--- src/rtl/wb_pkg.sv ---
// Shared types for the register-file writeback arbiter: destination/data request record and
// the write-port source select.
package wb_pkg;

  localparam int unsigned WB_DEPTH   = 32;
  localparam int unsigned WB_BITS    = 64;
  localparam int unsigned REG_ADDR_W = $clog2(WB_DEPTH);

  typedef struct packed {
    logic [REG_ADDR_W-1:0] rd;
    logic [WB_BITS-1:0]    data;
  } wb_req_t;

  typedef enum logic [1:0] {
    SRC_NONE,
    SRC_ALU,
    SRC_FIFO,
    SRC_BYPASS
  } wb_src_t;

endpackage

--- src/rtl/wb_fifo.sv ---
// Load-result FIFO. Occupancy is tracked by an explicit counter so full and empty never depend
// on pointer equality; per-entry valid/rd is exported for the pending-write mask.
module wb_fifo
  import wb_pkg::*;
#(
  parameter int unsigned QDEPTH = 4
) (
  input  logic                                  clk,
  input  logic                                  rst_n,
  input  logic                                  push,
  input  wb_req_t                               push_req,
  input  logic                                  pop,
  output wb_req_t                               head,
  output logic [$clog2(QDEPTH):0]               count,
  output logic [QDEPTH-1:0]                     ent_valid,
  output logic [QDEPTH-1:0][REG_ADDR_W-1:0]     ent_rd
);

  localparam int unsigned PW = $clog2(QDEPTH);
  localparam int unsigned CW = PW + 1;

  wb_req_t         mem_q [QDEPTH];
  logic [PW-1:0]   rd_q;
  logic [PW-1:0]   wr_q;
  logic [CW-1:0]   count_q;

  always_ff @(posedge clk or negedge rst_n) begin
    if (!rst_n) begin
      for (int i = 0; i < int'(QDEPTH); i++) begin
        mem_q[i] <= '0;
      end
      rd_q    <= '0;
      wr_q    <= '0;
      count_q <= '0;
    end else begin
      if (push) begin
        mem_q[wr_q] <= push_req;
        wr_q        <= wr_q + 1'b1;
      end
      if (pop) begin
        rd_q <= rd_q + 1'b1;
      end
      count_q <= count_q + CW'(push) - CW'(pop);
    end
  end

  assign head  = mem_q[rd_q];
  assign count = count_q;

  // An entry is live when its distance past the read pointer (mod QDEPTH) is below occupancy.
  always_comb begin
    logic [PW-1:0] off;
    off       = '0;
    ent_valid = '0;
    ent_rd    = '0;
    for (int i = 0; i < int'(QDEPTH); i++) begin
      off          = PW'(i) - rd_q;
      ent_valid[i] = ({1'b0, off} < count_q);
      ent_rd[i]    = mem_q[i].rd;
    end
  end

endmodule

--- src/rtl/writeback_arbiter.sv ---
// Drives the register file's single write port from single-cycle ALU results and buffered
// variable-latency load results; exports a mask of registers with queued load writes.
module writeback_arbiter
  import wb_pkg::*;
#(
  parameter int unsigned DEPTH  = WB_DEPTH,
  parameter int unsigned BITS   = WB_BITS,
  parameter int unsigned QDEPTH = 4
) (
  input  logic                       clk,
  input  logic                       rst_n,
  input  logic                       alu_valid,
  input  logic [$clog2(DEPTH)-1:0]   alu_rd,
  input  logic [BITS-1:0]            alu_data,
  output logic                       alu_ready,
  input  logic                       mem_valid,
  input  logic [$clog2(DEPTH)-1:0]   mem_rd,
  input  logic [BITS-1:0]            mem_data,
  output logic                       mem_ready,
  output logic                       wb_en,
  output logic [$clog2(DEPTH)-1:0]   wb_addr,
  output logic [BITS-1:0]            wb_data,
  output logic [DEPTH-1:0]           pend_mask,
  output logic [$clog2(QDEPTH):0]    q_count
);

  localparam int unsigned CW = $clog2(QDEPTH) + 1;

  logic                                full;
  logic                                empty;
  logic                                alu_wr;
  logic                                mem_wr;
  logic                                push;
  logic                                pop;
  wb_src_t                             src;
  wb_req_t                             alu_req;
  wb_req_t                             mem_req;
  wb_req_t                             head;
  wb_req_t                             wb_d;
  wb_req_t                             wb_q;
  logic                                wb_en_d;
  logic                                wb_en_q;
  logic [QDEPTH-1:0]                   ent_valid;
  logic [QDEPTH-1:0][REG_ADDR_W-1:0]   ent_rd;

  assign full  = (q_count == CW'(QDEPTH));
  assign empty = (q_count == '0);

  assign alu_ready = !full;
  assign mem_ready = !full;

  // Writes to x0 complete the handshake but never compete for the port or enter the FIFO.
  assign alu_wr = alu_valid && alu_ready && (alu_rd != '0);
  assign mem_wr = mem_valid && mem_ready && (mem_rd != '0);

  assign alu_req = '{rd: alu_rd, data: alu_data};
  assign mem_req = '{rd: mem_rd, data: mem_data};

  always_comb begin
    src = SRC_NONE;
    if (full) begin
      src = SRC_FIFO;
    end else if (alu_wr) begin
      src = SRC_ALU;
    end else if (!empty) begin
      src = SRC_FIFO;
    end else if (mem_wr) begin
      src = SRC_BYPASS;
    end
  end

  assign pop  = (src == SRC_FIFO);
  assign push = mem_wr && (src != SRC_BYPASS);

  wb_fifo #(
    .QDEPTH (QDEPTH)
  ) u_fifo (
    .clk       (clk),
    .rst_n     (rst_n),
    .push      (push),
    .push_req  (mem_req),
    .pop       (pop),
    .head      (head),
    .count     (q_count),
    .ent_valid (ent_valid),
    .ent_rd    (ent_rd)
  );

  always_comb begin
    wb_d    = wb_q;
    wb_en_d = 1'b1;
    unique case (src)
      SRC_ALU:    wb_d = alu_req;
      SRC_FIFO:   wb_d = head;
      SRC_BYPASS: wb_d = mem_req;
      default:    wb_en_d = 1'b0;
    endcase
  end

  always_ff @(posedge clk or negedge rst_n) begin
    if (!rst_n) begin
      wb_en_q <= 1'b0;
      wb_q    <= '0;
    end else begin
      wb_en_q <= wb_en_d;
      wb_q    <= wb_d;
    end
  end

  assign wb_en   = wb_en_q;
  assign wb_addr = wb_q.rd;
  assign wb_data = wb_q.data;

  always_comb begin
    pend_mask = '0;
    for (int i = 0; i < int'(QDEPTH); i++) begin
      if (ent_valid[i]) begin
        pend_mask[ent_rd[i]] = 1'b1;
      end
    end
    pend_mask[0] = 1'b0;
  end

endmodule

--- config.mk ---
export PLATFORM = sky130hd
export DESIGN_NAME = writeback_arbiter
export DESIGN_NICKNAME = d
export VERILOG_FILES = /design/src/rtl/wb_pkg.sv /design/src/rtl/wb_fifo.sv /design/src/rtl/writeback_arbiter.sv
export SDC_FILE = /design/constraint.sdc
export NUM_CORES = 1
export LEC_CHECK = 0
export CAP_MARGIN = 20
export CORE_MARGIN = 5
export CORE_UTILIZATION = 29
export DETAILED_ROUTE_END_ITERATION = 12
export GPL_TIMING_DRIVEN = 0
export PLACE_DENSITY = 0.57
export SYNTH_ARGS = -nofsm -noshare
export SYNTH_HDL_FRONTEND = slang
export SYNTH_SLANG_ARGS = --single-unit
--- constraint.sdc ---
create_clock -name clk -period 8.9 [get_ports clk]
set_input_delay 2.225 -clock clk [delete_from_list [all_inputs] [get_ports clk]]
set_output_delay 2.225 -clock clk [all_outputs]
set_load 0.01 [all_outputs]
==> Yosys cells after proc, flatten, opt, wreduce, memory -nomap -nowiden <==
Index checks and enable logic that the tools add are counted.
{ "totals": {"ff_bits": 353, "in_bits": 142, "output_inout_bits": 107, "word_cells": 87} }
{ "classes": {"addsub": 8, "order_cmp": 15, "eq_ne": 5, "muxes": 24, "n_bitwise": 5, "n_reduce_logical": 16} }
{ "ops": {"columns": ["operator", "n"], "rows": [
  ["bitwise mux 276 bit", 1],
  ["2-to-1 mux 69 bit", 3],
  ["case mux 69 bit (3 select lines)", 1],
  ["binary-select mux 69 bit (select 2 bit)", 1],
  ["demux 69 bit (select 2 bit)", 1],
  ["2-to-1 mux 32 bit", 4],
  ["OR 32 bit", 3],
  ["less-than comparator 5 x 6 -> 1 bit, second input constant", 4],
  ["demux 1 bit (select 5 bit)", 4],
  [">= comparator 5 x 1 -> 1 bit, second input constant", 4],
  ["less-than comparator 2 x 3 -> 1 bit", 4],
  ["logical AND 1 bit", 10],
  ["nonzero test 5 bit", 2],
  ["2-to-1 mux 2 bit", 4],
  [">= comparator 3 bit, second input constant", 2],
  ["inverter 2 -> 3 bit", 2],
  ["2-to-1 mux 1 bit", 5],
  ["adder 2 x 1 -> 2 bit, second input constant", 2],
  ["equality test 2 bit, second input constant", 2],
  ["subtractor 1 x 2 -> 2 bit, first input constant", 2],
  ["subtractor 2 bit, first input constant", 2],
  ["adder 3 x 1 -> 3 bit", 1],
  ["equality test 3 bit, second input constant", 1],
  ["zero test 3 bit", 1],
  ["other kinds (7)", 7]
]} }

==> Depth between registers and ports, before layout <==
{ "logic_depth": {"word_depth": 12, "mapped_depth": 12, "ltp_nobuf": 11} }

==> Modules after synthesis <==
A second synthesis with hierarchy kept.
{ "hier_totals": {"hier_cells": 1287, "area_unflattened_um2": 17973.5} }
{ "modules_own_cells": {"columns": ["module", "instances", "cells_per_inst", "area_per_inst_um2", "seq_area_each_um2"], "rows": [
  ["wb_fifo", 1, 735, 12684.7, 7081.8],
  ["writeback_arbiter", 1, 552, 5288.8, 1751.7]
]} }

==> Worst setup path after synthesis <==
Ideal clock, no wire load.
{ "synth_path": {"path_type": "reg-to-output", "start": "reg u_fifo.rd_q[1]", "end": "out pend_mask[24]", "arrival_time_ns": 2.586, "t_required_ns": 6.675, "slack_ns": 4.089, "path_stages_with_launch": 10, "path_buffers": 2, "path_cell_list": "dfrtp_1 clkbuf_1 clkbuf_1 inv_1 ha_1 a21boi_0 o21ai_0 nor3b_1 o2bb2ai_1 a221o_1"} }
{ "synth_between": {"elab_chain_cells": 9} }
{ "synth_lines": {"columns": ["item", "line", "source"], "rows": [
  ["start: declaration", "wb_fifo.sv:23", "logic [PW-1:0] rd_q;"],
  ["start signal: assignment", "wb_fifo.sv:41", "rd_q <= rd_q + 1'b1;"],
  ["subtractor 1 x 2 -> 2 bit", "wb_fifo.sv:57", "off = PW'(i) - rd_q;"],
  ["less-than comparator 2 x 3 -> 1 bit", "wb_fifo.sv:58", "ent_valid[i] = ({1'b0, off} < count_q);"],
  ["2-to-1 mux 32 bit", "writeback_arbiter.sv:117", "if (ent_valid[i]) begin"],
  ["OR 32 bit (no source line)", null, null],
  ["2-to-1 mux 32 bit", "writeback_arbiter.sv:117", null],
  ["OR 32 bit (no source line)", null, null],
  ["2-to-1 mux 32 bit", "writeback_arbiter.sv:117", null],
  ["OR 32 bit (no source line)", null, null],
  ["2-to-1 mux 32 bit *", "writeback_arbiter.sv:117", null],
  ["end: declaration", "writeback_arbiter.sv:23", "output logic [DEPTH-1:0] pend_mask,"]
]} }
Mark *: on every way between the ends. The rest lies on a longest branch, timed or not.

==> Worst setup path in the final report <==
{ "layout_path": {"start": "reg u_fifo.rd_q[1]", "end": "out pend_mask[8]"} }
The elaborated chain is that of the path after synthesis.

==> flow_summary.json <==
{
  "status": "completed",
  "gp_congestion": 0.832,
  "post_dp_cell_area_sq_um": 22300,
  "end_kind": "output pin",
  "route.detailed.drc": 0,
  "synth_cell_types": 66,
  "synthXorXnorAreaFrac": 0.00281,
  "synth_largest_area_cell": "dfrtp_1",
  "drt_iter0_drc": 1408,
  "ioPinCount": 249,
  "met1Wirelength_microns": 29300,
  "period_share": 0.822,
  "worst_pin_slew_ps": 1250,
  "nNetsFinal": 1983,
  "die_h_microns": 264,
  "syn_inst": 1537,
  "seq_area_frac_synth": 0.472,
  "synthMuxAreaShare": 0.250,
  "crit_type": "flip-flop to output pin",
  "max_freq_mhz": 137,
  "wl_met3_microns": 5140,
  "drt-total-wl_microns": 66400,
  "cts.path.max_buffers": 3,
  "design_area_sq_um": 23700,
  "r2r-end": "wb_data[48]$_DFFE_PN0P_",
  "hold_end": "u_fifo.mem_q[129]$_DFFE_PN0P_",
  "rr_startpoint": "u_fifo.count[0]$_DFF_PN0_",
  "synth_fa_ha_area_frac": 0.00776,
  "top_layer": "met5",
  "synth_compound_area_frac": 0.121,
  "fill_cells": 6145,
  "grt_overflow_total": 0,
  "peakVddDrop_uv": 196,
  "initial_core_util": 0.292,
  "period_minus_slack_ps": 7310,
  "syn_area_sq_um": 18700,
  "h-tree-depth": 2,
  "port_buffers": 246,
  "ys.flop_type": "dfrtp_1",
  "worstHoldPathCells": 1,
  "setup_viol": 0,
  "cap_violations": 0,
  "hold_class": "flip-flop to flip-flop",
  "sw_frac_of_total": 0.378,
  "numCtsBuffers": 41,
  "hold_start": "u_fifo.mem_q[129]$_DFFE_PN0P_",
  "synth-edff-count": 0,
  "drive_gt1_frac": 0.245,
  "cts_tree": "built",
  "vias_per_cell": 5.50,
  "power_density_nw_per_um2": 387,
  "drtAntennaViolNets": 0,
  "rsz0062_at_grt": "no",
  "grt_max_degree": 124,
  "clock_latency_ps": 560,
  "clock-root-buffer": "clkbuf_16",
  "p_clk_frac": 0.187,
  "ctsResizeCount": 0,
  "cts.clk_slew.worst_paths_ps": 60,
  "vias": 15000,
  "net-switching-power_mw": 3.46,
  "die_x_microns": 264,
  "layout_common_cells": "dfrtp_1 (353), clkdlybuf4s50_1 (245), mux2_2 (236), nand3_1 (130), nand2_1 (84)",
  "yosysWarnings": 0,
  "syn-num-nets": 1690,
  "r2r_setup_slack_ps": 5690,
  "area_growth_pct": 26.6,
  "cp-startpoint": "u_fifo.rd_q[1]$_DFFE_PN0P_",
  "synthSimpleGateAreaFrac": 0.102,
  "critPathLaunchType": "flip-flop",
  "synth.area.top_cells": "dfrtp_1 (47%), mux2_2 (14%), mux4_2 (8.3%)",
  "ys_ff_latch": 353,
  "antenna_found_initial": 5,
  "holdBufCountCts": 0,
  "wl_met2_microns": 30300,
  "fin_util": 0.369,
  "synth.avg_cell_area_sq_um": 12.2,
  "p_int_mw": 5.70,
  "post-place-ws_ps": 2210,
  "synth_top_family_by_area": "multiplexers",
  "arrival_ps": 5090,
  "coreArea_sq_um": 64100,
  "critPathRequiredTime_ps": 6680,
  "p_comb_frac": 0.494,
  "slew_headroom": 0.167,
  "worst_slack_ps": 1590,
  "synth_top_area_share": 0.472,
  "seqPwrFrac": 0.319,
  "finClkSkew_ps": 19.7,
  "place_hpwl_microns": 47800,
  "avgRoutedWirePerCell_microns": 24.4,
  "grt_pass1_vias": 15300,
  "p_leak_nw": 9.42,
  "finalMaxSlewViolations": 0,
  "grt_use_total": 0.185,
  "hold_violations": 0,
  "synth-async-reset-ratio": 1.00,
  "row_count": 93,
  "final_common_cell": "dfrtp_1",
  "die_area_sq_um": 69700,
  "cts_setup_buffers": 0,
  "r2r_cells": 8,
  "grt_pass1_wl_microns": 99900,
  "cts_sinks": 353,
  "worstPathMaxFanout": 10,
  "first_pass_iters": 5
}
## flip-flops by register name, indices dropped and copies added, names as in the netlist
name	flops
wb_en	1
u_fifo.ent_rd	20
wb_data	64
wb_addr	5
u_fifo.rd_q	2
u_fifo.count	3
u_fifo.mem_q	256
u_fifo.wr_q	2
## power groups by stage
stage / clock network [mW] / logic, mW / registers (mW)
floorplan: 0 / 2.88 / 2.84
global placement: 0 / 4.44 / 2.90
detailed placement: 0 / 4.51 / 2.94
CTS: 1.76 / 4.53 / 2.92
global route: 1.82 / 4.87 / 3.01
finish: 1.72 / 4.52 / 2.92
## cell type report
type,count,area (sq um),share of cell area
Inverter,18,67.6,0.00285
Clock inverter,16,190,0.00804
Sequential cell,353,8830,0.373
Buffer,145,767,0.0324
Clock buffer,57,1160,0.0488
Timing Repair Buffer,250,2540,0.107
Multi-Input combinational cell,1021,9030,0.382
Antenna cell,5,12.5,0.000529
Tap cell,855,1070,0.0452
## how the worst max path moves through the flow
stage / slack (ps) / depth (start not counted) / end
global placement: -9560 / 1 / u_fifo.count[1]$_DFF_PN0_
global route: 1310 / 9 / pend_mask[8]
CTS: 1580 / 9 / pend_mask[8]
floorplan: 4090 / 9 / pend_mask[24]
detailed placement: 2210 / 9 / pend_mask[8]
finish: 1590 / 9 / pend_mask[8]
## layer usage
| metal | GRT usage | vias up |
|---|---|---|
| met5 | 0 | - |
| met4 | 0.0462 | 4 |
| met3 | 0.0476 | 99 |
| met2 | 0.292 | 576 |
| met1 | 0.255 | 7728 |
| li1 | - | 6551 |
## kinds of logic (layout without fill, tap and decap cells)
family | count (synthesis) | in the layout
and+or+nand+nor | 364 | 364
adders and majority gates | 11 | 11
buffers and inverters | 163 | 486
other | 1 | 6
AOI/OAI and AO/OA | 293 | 293
muxes | 346 | 346
DFF | 353 | 353
xor gates and xnor gates | 6 | 6
## through the flow
stage	hold WS, ps	setup TNS (ps)	power, mW	std cells
6_report	489	0	9.17	2720
5_1_grt	500	0	9.71	2716
4_1_cts	485	0	9.21	2714
3_5_place_dp	472	0	7.45	2641
3_3_place_gp	468	-3360900	7.34	2638
2_1_floorplan	459	0	5.72	1537
## cells in the mapped netlist, types with 3 or more instances
cell type / count
dfrtp_1: 353
mux2_2: 236
nand3_1: 130
nand2_1: 84
clkbuf_1: 71
a21oi_1: 70
mux4_2: 69
a32oi_1: 67
nand4_1: 64
o22a_1: 63
mux2_1: 40
buf_2: 25
nor2_1: 24
buf_4: 23
a221o_1: 21
o22ai_1: 18
inv_1: 16
buf_6: 14
buf_1: 12
nor2b_1: 12
o211ai_1: 12
ha_1: 10
nand2b_1: 7
nor3_1: 7
a211o_1: 6
a22oi_1: 6
nor3b_1: 6
o21ai_0: 6
o32ai_1: 5
xnor2_1: 5
nand2_4: 4
o2bb2ai_1: 4
or2_2: 4
nand3b_1: 3
## critical path: stages (launching register included)
cell and delay, ps:
dfrtp_1 360, clkbuf_1 670, clkbuf_1 570, inv_1 100
ha_1 320, a21oi_1 50, o21ai_1 560, nor4bb_1 1020
a221o_1 310, clkdlybuf4s50_1 560
(Power assumes the default switching activity.)
